## src/rtl/debounce_pkg.sv

```systemverilog
// Shared constants and helpers for the input debouncer and its neighbouring
// edge-detector stages. The edge-detector benches reuse the same defaults.
package debounce_pkg;

    localparam int DEBOUNCE_CYCLES_DEF = 4;
    localparam int GLITCH_W_DEF        = 8;

    // Per-cycle decision taken by the stability counter.
    typedef enum logic [1:0] {
        ACT_HOLD  = 2'd0,   // nothing pending, or logic disabled
        ACT_ABORT = 2'd1,   // input returned to dout before the window closed
        ACT_COUNT = 2'd2,   // disagreement continues, window still open
        ACT_FLIP  = 2'd3    // disagreement lasted the full window
    } deb_act_t;

    // Ceiling log2, never below 1 so a counter always has at least one bit.
    function automatic int clog2_min1(input int value);
        int w_v;
        w_v = 0;
        for (int i = 0; i < 31; i++) begin
            if ((32'sd1 <<< i) < value) begin
                w_v = i + 1;
            end else begin
                w_v = w_v;
            end
        end
        if (w_v < 1) begin
            w_v = 1;
        end else begin
            w_v = w_v;
        end
        return w_v;
    endfunction

endpackage

```

## src/rtl/sync_2ff.sv

```systemverilog
// Two-flop synchroniser for a single asynchronous level. Resets to 0.
// Reusable by any stage that needs to bring a raw pin into the clk domain.
module sync_2ff (
    input  logic clk,
    input  logic rst,
    input  logic d,
    output logic q
);

    logic sync1_r;
    logic sync2_r;

    // Shift the raw level through two flops; runs every cycle.
    always_ff @(posedge clk) begin
        if (rst) begin
            sync1_r <= 1'b0;
            sync2_r <= 1'b0;
        end else begin
            sync1_r <= d;
            sync2_r <= sync1_r;
        end
    end

    assign q = sync2_r;

endmodule

```

## src/rtl/input_debouncer.sv

```systemverilog
// Input debouncer: synchronises a raw level and only lets dout follow it once
// the synchronised value has disagreed with dout for DEBOUNCE_CYCLES
// consecutive enabled clocks. dout feeds the edge detectors' jj input.
// Optional feature macro: GLITCH_COUNT_EN (saturating count of aborted
// transitions on glitch_cnt; when undefined glitch_cnt is tied to zero).
module input_debouncer
    import debounce_pkg::*;
#(
    parameter int DEBOUNCE_CYCLES = DEBOUNCE_CYCLES_DEF,
    parameter int GLITCH_W        = GLITCH_W_DEF
) (
    input  logic                clk,
    input  logic                rst,
    input  logic                din,
    input  logic                enable,
    output logic                dout,
    output logic                busy,
    output logic [GLITCH_W-1:0] glitch_cnt
);

    localparam int             CNT_W    = clog2_min1(DEBOUNCE_CYCLES);
    localparam logic [CNT_W-1:0] CNT_LAST = CNT_W'(DEBOUNCE_CYCLES - 1);
    localparam logic [CNT_W-1:0] CNT_ZERO = {CNT_W{1'b0}};
    localparam logic [CNT_W-1:0] CNT_ONE  = CNT_W'(1);

    logic             sync2_s;
    logic             diff_s;
    deb_act_t         act_s;
    logic [CNT_W-1:0] cnt_nxt_s;
    logic             dout_nxt_s;
    logic [CNT_W-1:0] cnt_r;
    logic             dout_r;
    logic             busy_r;

    sync_2ff u_sync (
        .clk (clk),
        .rst (rst),
        .d   (din),
        .q   (sync2_s)
    );

    // Decide what the stability counter does this cycle and derive next state.
    always_comb begin
        diff_s     = sync2_s ^ dout_r;
        act_s      = ACT_HOLD;
        cnt_nxt_s  = cnt_r;
        dout_nxt_s = dout_r;

        if (!enable) begin
            act_s = ACT_HOLD;
        end else if (!diff_s) begin
            act_s = (cnt_r != CNT_ZERO) ? ACT_ABORT : ACT_HOLD;
        end else begin
            act_s = (cnt_r == CNT_LAST) ? ACT_FLIP : ACT_COUNT;
        end

        case (act_s)
            ACT_HOLD: begin
                cnt_nxt_s  = cnt_r;
                dout_nxt_s = dout_r;
            end
            ACT_ABORT: begin
                cnt_nxt_s  = CNT_ZERO;
                dout_nxt_s = dout_r;
            end
            ACT_COUNT: begin
                cnt_nxt_s  = cnt_r + CNT_ONE;
                dout_nxt_s = dout_r;
            end
            ACT_FLIP: begin
                cnt_nxt_s  = CNT_ZERO;
                dout_nxt_s = sync2_s;
            end
            default: begin
                cnt_nxt_s  = cnt_r;
                dout_nxt_s = dout_r;
            end
        endcase
    end

    // Stability counter, debounced level and pending flag registers.
    always_ff @(posedge clk) begin
        if (rst) begin
            cnt_r  <= CNT_ZERO;
            dout_r <= 1'b0;
            busy_r <= 1'b0;
        end else begin
            cnt_r  <= cnt_nxt_s;
            dout_r <= dout_nxt_s;
            busy_r <= (cnt_nxt_s != CNT_ZERO);
        end
    end

    assign dout = dout_r;
    assign busy = busy_r;

`ifdef GLITCH_COUNT_EN
    localparam logic [GLITCH_W-1:0] GLITCH_MAX = {GLITCH_W{1'b1}};
    localparam logic [GLITCH_W-1:0] GLITCH_ONE = GLITCH_W'(1);

    logic [GLITCH_W-1:0] glitch_r;

    // Count aborted transitions, saturating at all-ones instead of wrapping.
    always_ff @(posedge clk) begin
        if (rst) begin
            glitch_r <= {GLITCH_W{1'b0}};
        end else if ((act_s == ACT_ABORT) && (glitch_r != GLITCH_MAX)) begin
            glitch_r <= glitch_r + GLITCH_ONE;
        end else begin
            glitch_r <= glitch_r;
        end
    end

    assign glitch_cnt = glitch_r;
`else
    assign glitch_cnt = {GLITCH_W{1'b0}};
`endif

endmodule

```

## config.mk

```make
export PLATFORM = sky130hd
export DESIGN_NAME = input_debouncer
export DESIGN_NICKNAME = d
export VERILOG_FILES = /design/src/rtl/debounce_pkg.sv /design/src/rtl/sync_2ff.sv /design/src/rtl/input_debouncer.sv
export SDC_FILE = /design/constraint.sdc
export NUM_CORES = 1
export LEC_CHECK = 0
export CAP_MARGIN = 40
export CORE_AREA = 4 4 41 43
export CTS_CLUSTER_SIZE = 28
export DETAILED_ROUTE_END_ITERATION = 6
export DIE_AREA = 0 0 45 47
export GPL_TIMING_DRIVEN = 0
export PLACE_DENSITY_LB_ADDON = 0.3
export SLEW_MARGIN = 20
export SYNTH_ARGS = -nofsm -noshare
export SYNTH_HDL_FRONTEND = slang
export SYNTH_HIERARCHICAL = 1
export SYNTH_SLANG_ARGS = --single-unit
```

## constraint.sdc

```tcl
create_clock -name clk -period 1.37 [get_ports clk]
set_input_delay 0.137 -clock clk [delete_from_list [all_inputs] [get_ports clk]]
set_output_delay 0.137 -clock clk [all_outputs]
set_load 0.05 [all_outputs]
```

==> flow_summary_export.csv <==
group,metric,value,unit
critical_path,crit_chain,"dlygate4sd2_1",
logic_synthesis,synth_top_area_cell,"dfxtp_1",
timing,period_needed,1240,ps
critical_path,cp_max_fo,3,
logic_synthesis,synth_area,342,sq um
timing,tns,0,ps
floorplanning,io_pins,14,
cells_and_area,num-nets-final,60,
grt,met2_usage,9.04,%
floorplanning,die_h,47,um
grt,grt_pass1_wl,931,um
power_and_ir_drop,internal-power,314,uW
detailed_routing,drt-wirelength-per-cell,8.28,um
critical_path,crit_slowest_cell,"dlygate4sd2_1",
timing,skew,1.55,ps
timing,setup_viol,0,
clocking,htreeDepth,1,
logic_synthesis,avgSynthCellArea,9.23,sq um
placed_design,gp_congestion,0.746,
clocking,path_clk_slew,40,ps
clocking,post_cts_buffers,0,
grt,grt_max_degree,9,
placed_design,dp_hpwl,429,um
grt,grt_use_met3,4.98,%
floorplanning,dieArea,2120,sq um
grt,top_usage_layer,"met2",
grt,gr-total-overflow,0,
min_path,hp-class,"reg -> reg",
placed_design,port_buffers,5,
critical_path,cp-start-kind,"flip-flop",
cells_and_area,n_antenna_cell,0,
power_and_ir_drop,p_per_area,963,nW/um^2
logic_synthesis,yosys.area.top_type_share,35.2,%
critical_path,arrival,1110,ps
clocking,clk_latency,240,ps
run,drv_cap,0,
detailed_routing,avgViaCountPerCell,3.70,
cells_and_area,fill_cells,144,
logic_synthesis,synth_seq_cells,6,
critical_path,required,1230,ps
power_and_ir_drop,pwr-share-clk,36.2,%
grt,grtUsageMet1,7.08,%
timing,fin_ws,128,ps
floorplanning,core_area,1300,sq um
timing,max_freq,0.805,GHz
clocking,cts_made_buffers,3,
timing,hold_viol,0,
floorplanning,start_util,26.3,%
logic_synthesis,yosysWarnings,6,
clocking,cts_buffer_depth,2,
clocking,cts_tree,"done",
grt,grtUsageTotal,6.49,%
critical_path,path_class,"reg -> out",
floorplanning,die_w,45,um
clocking,cts-root-buf,"clkbuf_4",
cells_and_area,multi_input_area,183,sq um
critical_path,path_delay_family,"buffers and inverters",
cells_and_area,drive_gt1_share,30.8,%
detailed_routing,ant_nets,0,
cells_and_area,layout_common_cells,"buf_4, conb_1, dfxtp_1",
grt,grt_pass1_vias,241,
critical_path,critPathCaptureType,"primary output",
critical_path,path_buf_inv,1,
power_and_ir_drop,swShare,30.0,%
timing,fin_crit_sh,90.7,%
power_and_ir_drop,pwr-share-seq,40.9,%
detailed_routing,dr.pass1.iters,2,
cells_and_area,layout.area.seq,123,sq um
floorplanning,row_count,13,
logic_synthesis,synthTopCellsByArea,"dfxtp_1, buf_4, ha_1",
critical_path,max_stage_delay,530,ps
outcome,status,"completed",
detailed_routing,drt_iter0_markers,1,
detailed_routing,drc_errors,0,
timing,final_max_slew_viol_count,0,
grt,antenna_found_initial,0,
power_and_ir_drop,p_comb_share,22.9,%
clocking,cts_num_sinks,6,
power_and_ir_drop,switching_power,134,uW
logic_synthesis,syn-instance-count,37,
power_and_ir_drop,ir_drop,392,uV
cells_and_area,syn_to_final_growth,36.3,%
placed_design,post-place-ws,-43.8,ps
logic_synthesis,ys_seq_area_share,35.2,%
power_and_ir_drop,leakagePower,0.220,nW
logic_synthesis,yosys.cell_types.count,20,
timing,rsz0062_at_grt,"no",
detailed_routing,wl,555,um
detailed_routing,num_vias,248,
metal layers:
layer,up-vias,part of all wire [%],wire length (um)
met5,-,0,0
met4,0,0,0
met3,0,13,72
met2,11,39,219
met1,99,47,263
li1,138,-,-
synthesized netlist by cell type (all sizes together):
cell type and number:
nor2 1, ha 2, a21oi 1, inv 3, xnor2 1, o221ai 1, or3 1, mux2i 1
o22ai 1, or2b 1, a2111oi 1, dfxtp 6, o32ai 1, or2 1, nand2 1, nand2b 2
buf 8, nor2b 2, conb 1, a211oi 1
logic make-up after synthesis:
group / count (synthesis) / synth area share [%]
AO/OA/AOI/OAI: 6 / 13.2
XOR/XNOR: 1 / 2.56
adder cells (fa/ha/maj): 2 / 7.32
buffers and inverters: 11 / 20.9
flip-flops: 6 / 35.2
multiplexers: 1 / 2.93
other: 1 / 1.10
AND/OR/NAND/NOR: 9 / 16.8
final timing paths:
| path | from | endpoint | slack (ps) | cells after the start |
|---|---|---|---|---|
| setup / recovery | dout | dout | 130 | 1 |
| hold / removal | u_sync/sync1_r | u_sync/q | 430 | 1 |
| setup reg to reg | cnt_r[0] | busy | 160 | 3 |
| hold reg to reg | u_sync/sync1_r | u_sync/q | 430 | 1 |
stage by stage:
| stage | hold WS [ps] | std cells | utilization, % | power, mW | cell area, sq um |
|---|---|---|---|---|---|
| 6_report | 432 | 67 | 35.8 | 0.448 | 465 |
| 3_5_place_dp | 420 | 64 | 33.7 | 0.287 | 438 |
| 2_1_floorplan | 202 | 44 | - | 0.271 | 369 |
| 4_1_cts | 431 | 67 | 35.7 | 0.457 | 464 |
| 3_3_place_gp | 416 | 64 | 33.7 | 0.286 | 438 |
| 5_1_grt | 454 | 67 | 35.8 | 0.474 | 465 |
state kept, by name, summed over array words and instances, names as in the netlist:
register / count
cnt_r: 2
dout: 1
busy: 1
u_sync/sync1_r: 1
u_sync/q: 1
power by group through the flow:
stage / clock [mW] / sequential (mW) / combinational [mW]
after CTS: 0.172 / 0.183 / 0.102
final: 0.162 / 0.183 / 0.103
after floorplan: 0 / 0.190 / 0.0811
after global routing: 0.182 / 0.183 / 0.109
after global placement: 0 / 0.186 / 0.100
after detailed placement: 0 / 0.186 / 0.101
cell type report:
class	instances	share of cell area, %
inverters	3	2.42
repair buffers	5	10.2
flip-flops and latches	6	26.3
multi-input cells	27	39.2
clock buffers	3	4.84
plain buffers	8	12.9
well taps	15	4.03
what timing repair did:
| item | 4_1_cts | 5_1_grt |
|---|---|---|
| hold buffers | 0 | 0 |
| pin swaps | 0 | 1 |
| resized for setup | 4 | 1 |
| setup endpoints to repair | 3 | 1 |
| hold endpoints to repair | 0 | 0 |
(Power assumes the default switching activity.)
